`config.mk`:
```
export PLATFORM = sky130hd
export DESIGN_NAME = axi4b_resp_gen
export DESIGN_NICKNAME = d
export VERILOG_FILES = /design/src/rtl/axi4b_pkg.sv /design/src/rtl/axi4b_resp_fifo.sv /design/src/rtl/axi4b_resp_gen.sv
export SDC_FILE = /design/constraint.sdc
export NUM_CORES = 1
export LEC_CHECK = 0
export ABC_AREA = 1
export BUFFER_PORTS_ARGS = -buffer_cell sky130_fd_sc_hd__buf_2
export CAP_MARGIN = 20
export CORE_MARGIN = 2
export CORE_UTILIZATION = 59
export CTS_CLUSTER_SIZE = 10
export DETAILED_ROUTE_END_ITERATION = 12
export GPL_TIMING_DRIVEN = 0
export PLACE_DENSITY_LB_ADDON = 0.05
export SYNTH_ARGS = -nofsm -noshare
export SYNTH_HDL_FRONTEND = slang
export SYNTH_SLANG_ARGS = --single-unit
```
`constraint.sdc`:
```
create_clock -name clk -period 2.3 [get_ports clk]
set_clock_uncertainty 0.1 [all_clocks]
set_input_delay 0.46 -clock clk [delete_from_list [all_inputs] [get_ports clk]]
set_output_delay 0.46 -clock clk [all_outputs]
set_load 0.02 [all_outputs]
```
`src/rtl/axi4b_pkg.sv`:
```
// Shared AXI4 B-channel definitions: response codes, queued entry layout, output FSM states.
// Latency: n/a (types and constants only).
// Backpressure: n/a.
package axi4b_pkg;

    localparam int ID_W = 4;

    localparam logic [1:0] RESP_OKAY   = 2'b00;
    localparam logic [1:0] RESP_EXOKAY = 2'b01;
    localparam logic [1:0] RESP_SLVERR = 2'b10;
    localparam logic [1:0] RESP_DECERR = 2'b11;

    typedef struct packed {
        logic [ID_W-1:0] id;
        logic [1:0]      resp;
    } axi4b_resp_entry_t;

    typedef enum logic [1:0] {
        IDLE,
        WAIT,
        VALID
    } axi4b_resp_state_e;

endpackage

```
`src/rtl/axi4b_resp_fifo.sv`:
```
// Synchronous FIFO holding pending write completions; read data is the head entry (show-ahead).
// Latency: a push is visible at the head on the next cycle; pop consumes the head at the edge.
// Backpressure: full_o blocks pushes, empty_o blocks pops; illegal requests are ignored.
// Ports: push_i/push_dat_i write, pop_i/pop_dat_o read, count_o/full_o/empty_o status.
module axi4b_resp_fifo #(
    parameter int W     = 6,
    parameter int DEPTH = 8
) (
    input  logic                         clk,
    input  logic                         rst,
    input  logic                         push_i,
    input  logic [W-1:0]                 push_dat_i,
    input  logic                         pop_i,
    output logic [W-1:0]                 pop_dat_o,
    output logic [$clog2(DEPTH+1)-1:0]   count_o,
    output logic                         full_o,
    output logic                         empty_o
);
    localparam int AW = $clog2(DEPTH);
    localparam int CW = $clog2(DEPTH+1);

    logic [W-1:0]  mem_q [DEPTH];
    logic [AW-1:0] wr_ptr_q, rd_ptr_q;
    logic [CW-1:0] count_q;
    logic          do_push, do_pop;

    assign full_o    = (count_q == CW'(DEPTH));
    assign empty_o   = (count_q == '0);
    assign count_o   = count_q;
    assign pop_dat_o = mem_q[rd_ptr_q];

    assign do_push = push_i && !full_o;
    assign do_pop  = pop_i && !empty_o;

    // Pointers wrap naturally (DEPTH is a power of two); the count disambiguates full vs empty.
    always_ff @(posedge clk) begin
        if (rst) begin
            wr_ptr_q <= '0;
            rd_ptr_q <= '0;
            count_q  <= '0;
        end else begin
            if (do_push) wr_ptr_q <= wr_ptr_q + AW'(1);
            if (do_pop)  rd_ptr_q <= rd_ptr_q + AW'(1);
            case ({do_push, do_pop})
                2'b10:   count_q <= count_q + CW'(1);
                2'b01:   count_q <= count_q - CW'(1);
                default: count_q <= count_q;
            endcase
        end
    end

    // Storage needs no reset: stale contents are unreachable once the pointers clear.
    always_ff @(posedge clk) begin
        if (do_push) mem_q[wr_ptr_q] <= push_dat_i;
    end

endmodule

```
`src/rtl/axi4b_resp_gen.sv`:
```
// AXI4 write-response generator: queues completions and drives bid/bresp/bvalid.
// Latency: push in cycle N -> bvalid in cycle N+2+cfg_delay (empty, idle); back-to-back at delay 0.
// Backpressure: bready stalls the output register; cmp_ready drops when DEPTH entries are queued.
// Ports: cmp_* completion input, cfg_* delay/error-injection controls, b* AXI4 B channel,
//        fifo_count = entries queued behind the output register.
module axi4b_resp_gen
    import axi4b_pkg::*;
#(
    parameter int ID_W  = 4,
    parameter int DEPTH = 8,
    parameter int DLY_W = 4
) (
    input  logic                       clk,
    input  logic                       rst,
    input  logic                       cmp_valid,
    output logic                       cmp_ready,
    input  logic [ID_W-1:0]            cmp_id,
    input  logic [1:0]                 cmp_resp,
    input  logic                       cfg_force_slverr,
    input  logic [DLY_W-1:0]           cfg_delay,
    output logic [ID_W-1:0]            bid,
    output logic [1:0]                 bresp,
    output logic                       bvalid,
    input  logic                       bready,
    output logic [$clog2(DEPTH+1)-1:0] fifo_count
);
    localparam int EW = ID_W + 2;

    axi4b_resp_state_e state_q, state_d;
    logic [DLY_W-1:0]  dly_q, dly_d;
    logic [ID_W-1:0]   bid_q, bid_d;
    logic [1:0]        bresp_q, bresp_d;

    logic              fifo_pop, fifo_full, fifo_empty;
    logic [EW-1:0]     push_dat, head_dat;

    // Error injection is applied at enqueue so the flag only needs to be valid at the push edge.
    assign push_dat  = {cmp_id, (cfg_force_slverr ? RESP_SLVERR : cmp_resp)};
    assign cmp_ready = !fifo_full;

    axi4b_resp_fifo #(
        .W     (EW),
        .DEPTH (DEPTH)
    ) u_fifo (
        .clk        (clk),
        .rst        (rst),
        .push_i     (cmp_valid),
        .push_dat_i (push_dat),
        .pop_i      (fifo_pop),
        .pop_dat_o  (head_dat),
        .count_o    (fifo_count),
        .full_o     (fifo_full),
        .empty_o    (fifo_empty)
    );

    always_ff @(posedge clk) begin
        if (rst) begin
            state_q <= IDLE;
            dly_q   <= '0;
            bid_q   <= '0;
            bresp_q <= '0;
        end else begin
            state_q <= state_d;
            dly_q   <= dly_d;
            bid_q   <= bid_d;
            bresp_q <= bresp_d;
        end
    end

    always_comb begin
        state_d  = state_q;
        dly_d    = dly_q;
        bid_d    = bid_q;
        bresp_d  = bresp_q;
        fifo_pop = 1'b0;
        case (state_q)
            IDLE: begin
                if (!fifo_empty) begin
                    fifo_pop = 1'b1;
                    {bid_d, bresp_d} = head_dat;
                    dly_d   = cfg_delay;
                    state_d = (cfg_delay == '0) ? VALID : WAIT;
                end
            end
            WAIT: begin
                // dly_q counts down from cfg_delay; reaching 1 means the last idle cycle.
                if (dly_q == DLY_W'(1)) state_d = VALID;
                else                    dly_d   = dly_q - DLY_W'(1);
            end
            VALID: begin
                if (bready) begin
                    if (!fifo_empty) begin
                        // Reload in the handshake edge so delay 0 gives one response per cycle.
                        fifo_pop = 1'b1;
                        {bid_d, bresp_d} = head_dat;
                        dly_d   = cfg_delay;
                        state_d = (cfg_delay == '0) ? VALID : WAIT;
                    end else begin
                        state_d = IDLE;
                    end
                end
            end
            default: state_d = IDLE;
        endcase
    end

    assign bvalid = (state_q == VALID);
    assign bid    = bid_q;
    assign bresp  = bresp_q;

endmodule
```
==> run summary <==
=====================================================================================
Overall overflow remaining after global route                                       0
Classification of the worst-slack hold path                              primary input to flip-flop
Number of global-route vias before repair                                        2198
Number of instances in the synthesized netlist                                    379
Number of antenna repair diodes                                                     0
Power density of the placed cells                                         1207 nW/µm²
TritonCTS clock tree                                                              yes
Switch share                                                                   38.59%
Wire length of the first global-routing pass                                 10.59 mm
Largest delay share family, worst path                                   simple AND/OR/NAND/NOR gates
Antenna violations before repair                                                    0
Antenna violation net count after detailed routing                                  0
Initial standard-cell utilization of the core                                  60.63%
Post-synthesis net count                                                          401
Number of synthesized register bits                                                73
CTS clk-pin slew, worst paths                                                   70 ps
Total die area                                                               6240 µm²
Clock network power share                                                       20.8%
Area delta synth->final                                                        13.39%
Total via count after detailed routing                                           2478
Initial DRT Pass Iterations                                                         4
DRC Markers                                                                         0
Library cells used by synthesis                                                    23
Final layout net count                                                            441
Worst slew pin tran                                                          609.0 ps
Post-layout utilization of the core                                            68.75%
Maximum number of pins on one net before global-route repair                       13
Final setup vio count                                                               0
Critical path fanouts, max                                                          6
Synthesized area per cell                                                   8.755 µm²
I/O Pins                                                                           27
DR vias/cell                                                                    5.006
Max-slew violation count                                                            0
Count of standard-cell rows                                                        27
Detailed-route wire length per cell                                          12.95 µm
Num Clock Sinks                                                                    73
Quantity of hold-fixing buffers added after cts                                     0
CTS Root Buffer Type                                                     sky130_fd_sc_hd__clkbuf_8
Number of instances in the placed design                                          476
Total routed wirelength                                                      6.409 mm
Share of post-route cells with drive strength above 1                          16.31%
Source-to-sink clock delay at the later pin of the worst-skew pair             340 ps
Reg power frac                                                                  39.0%
Total clock buffers created by CTS                                                  9
Unrepaired setup endpoints after global routing                                 false
Highest cell delay on the worst timing path                                    350 ps
Worst vdd rail ir drop                                                       682.3 µV
Floorplan Core Area                                                          5473 µm²
Clock Tree Buf Depth                                                                2
Run status                                                               complete, no violations
Sum of net half-perimeters after detailed placement                          4.671 mm
Fin crit share                                                                 91.20%
Share of the yosys chip area belonging to registers                            58.52%
Category of the worst setup path capture point                              flip-flop
Kind of critical path                                                    flip-flop to flip-flop
Accumulated negative setup slack                                                 0 ps
Total GRT Usage                                                                22.63%
Count of routing violations after the opening detailed-route iteration            179
Achievable frequency                                                       0.4767 GHz
H-tree levels                                                                       3
Switching Power                                                            0.001752 W
Data arrival time of the critical path                                        2240 ps
Time the worst path needs with I/O delays and setup                           2098 ps
Count of buffers inserted at the top-level ports                                   25
Number of buffer and inverter instances along the worst setup path                  3
Post-layout power                                                          0.004541 W
Chip Height                                                                  79.00 µm
Sequence of cells on the critical path                                   nor2_2, nand2_1, nand2_2, nor2_4, buf_6, ha_2, nand2_1, inv_1, nor2_1, ha_2, a21oi_2, xnor2_1, o21ai_1, inv_1
Internal power                                                             0.002788 W
Relative slew slack                                                            59.25%
Synthesized area                                                             3318 µm²
Combinational share of power                                                    40.2%
Global placement routability congestion                                        0.8108
Warnings from Yosys                                                                 0
CP required                                                                   2440 ps
Standby leakage power                                                        1.699 nW
Count of max-cap constraint violations                                              0
Slowest stage cell, crit path                                            sky130_fd_sc_hd__dfxtp_2
Post-route insts no fill                                                          495
Type of origin of the critical path                                         flip-flop
Die Wd                                                                       79.00 µm
Final Hold Viols                                                                    0
=====================================================================================
final cells by class:
type	instances	area, µm²
inverters	65	244.0
flip-flops and latches	73	1948
fillers	464	1710
plain buffers	10	58.81
multi-input cells	231	1082
clock buffers	9	123.9
clock inverters	6	60.06
repair buffers	29	155.1
well taps	72	90.09
cells by family after synthesis:
| family | Yosys count | share of synthesized area, % |
|---|---|---|
| and+or+nand+nor | 189 | 24.10 |
| buffers and inverters | 75 | 9.125 |
| DFF | 73 | 58.52 |
| AOI/OAI and AO/OA | 32 | 4.826 |
| adders and majority gates | 7 | 2.639 |
| xor gates and xnor gates | 3 | 0.7920 |
per-layer routing:
layer,wire [µm],up-vias,GRT usage [%]
met5,0,-,0
met4,61,0,6.724
met3,319,6,6.136
met2,2833,57,33.05
met1,3195,1127,33.31
li1,-,1288,-
flip-flops by register name (all words and copies together), names as in the netlist, named ones only:
| signal | flops |
|---|---|
| u_fifo.mem_q | 48 |
| bid | 4 |
| dly_q | 4 |
| u_fifo.count_o | 4 |
| u_fifo.rd_ptr_q | 3 |
| u_fifo.wr_ptr_q | 3 |
| bresp | 2 |
| state_q | 2 |
power by group through the flow:
stage               Clock [W]  Sequential, W  Combinational (W)
finish               0.000946        0.00177            0.00183
global route          0.00102        0.00180            0.00207
CTS                  0.000957        0.00176            0.00173
detailed placement          0        0.00179            0.00171
global placement            0        0.00178            0.00168
floorplan                   0        0.00186            0.00121
worst register-to-register path: stages (launching register included):
cell and delay (ps):
sky130_fd_sc_hd__dfxtp_2 350, sky130_fd_sc_hd__nor2_2 160, sky130_fd_sc_hd__nand2_1 120, sky130_fd_sc_hd__nand2_2 110, sky130_fd_sc_hd__nor2_4 60, sky130_fd_sc_hd__buf_6 120
sky130_fd_sc_hd__ha_2 180, sky130_fd_sc_hd__nand2_1 60, sky130_fd_sc_hd__inv_1 40, sky130_fd_sc_hd__nor2_1 150, sky130_fd_sc_hd__ha_2 220, sky130_fd_sc_hd__a21oi_2 40
sky130_fd_sc_hd__xnor2_1 120, sky130_fd_sc_hd__o21ai_1 120, sky130_fd_sc_hd__inv_1 50
stage by stage:
step | hold WS, ps | instance area, µm² | setup WS [ps]
floorplan | 333.4 | 3318 | 86.54
global placement | 348.1 | 3533 | 55.22
detailed placement | 356.4 | 3533 | 26.19
CTS | 302.1 | 3717 | 30.25
global route | 311.5 | 3762 | 7.308
finish | 312.1 | 3762 | 202.3
cells in the mapped netlist:
cell type                  number  area share [%]
sky130_fd_sc_hd__nor2_4         1            0.34
sky130_fd_sc_hd__buf_2          2            0.30
sky130_fd_sc_hd__buf_1          1            0.11
sky130_fd_sc_hd__ha_1           7             2.6
sky130_fd_sc_hd__clkbuf_1       4            0.45
sky130_fd_sc_hd__nor2_2         3            0.57
sky130_fd_sc_hd__nand3_1       48             7.2
sky130_fd_sc_hd__edfxtp_1      48              43
sky130_fd_sc_hd__dfxtp_1       25              15
sky130_fd_sc_hd__nor3b_1        1            0.23
sky130_fd_sc_hd__a21oi_1       18             2.7
sky130_fd_sc_hd__or2_2          1            0.19
sky130_fd_sc_hd__buf_4          1            0.23
sky130_fd_sc_hd__o21ai_1        1            0.15
sky130_fd_sc_hd__nand2_1      103              12
sky130_fd_sc_hd__xnor2_1        3            0.79
sky130_fd_sc_hd__nor3_1         1            0.15
sky130_fd_sc_hd__inv_1         59             6.7
sky130_fd_sc_hd__o21ai_0       13             2.0
sky130_fd_sc_hd__buf_6          2            0.68
sky130_fd_sc_hd__nor2_1        28             3.2
sky130_fd_sc_hd__inv_2          6            0.68
sky130_fd_sc_hd__nand2_2        3            0.57
what timing repair did:
| action | CTS | global route |
|---|---|---|
| buffers inserted | 0 | 4 |
| setup endpoints to repair | 0 | 2 |
| resized for setup | 0 | 9 |
placed cells by master (no fill, tap or decap), types with 9 or more instances in the layout:
cell,n
sky130_fd_sc_hd__edfxtp_1,48
sky130_fd_sc_hd__nand2_1,103
sky130_fd_sc_hd__nor2_1,28
sky130_fd_sc_hd__clkbuf_8,9
sky130_fd_sc_hd__a21oi_1,17
sky130_fd_sc_hd__nand3_1,48
sky130_fd_sc_hd__dfxtp_1,20
sky130_fd_sc_hd__buf_2,27
sky130_fd_sc_hd__o21ai_0,12
sky130_fd_sc_hd__inv_1,59
worst paths after layout:
| check | startpoint | to | slack [ps] | cells past startpoint |
|---|---|---|---|---|
| max reg2reg | u_fifo.count_o[0] | u_fifo.count_o[2] | 200 | 14 |
| min reg2reg | u_fifo.rd_ptr_q[2] | flip-flop | 360 | 2 |
| min | cmp_id[3] | u_fifo.mem_q[5][5] | 310 | 1 |
| max | u_fifo.count_o[0] | u_fifo.count_o[2] | 200 | 14 |
No activity file was read; power rests on OpenSTA's default activity.
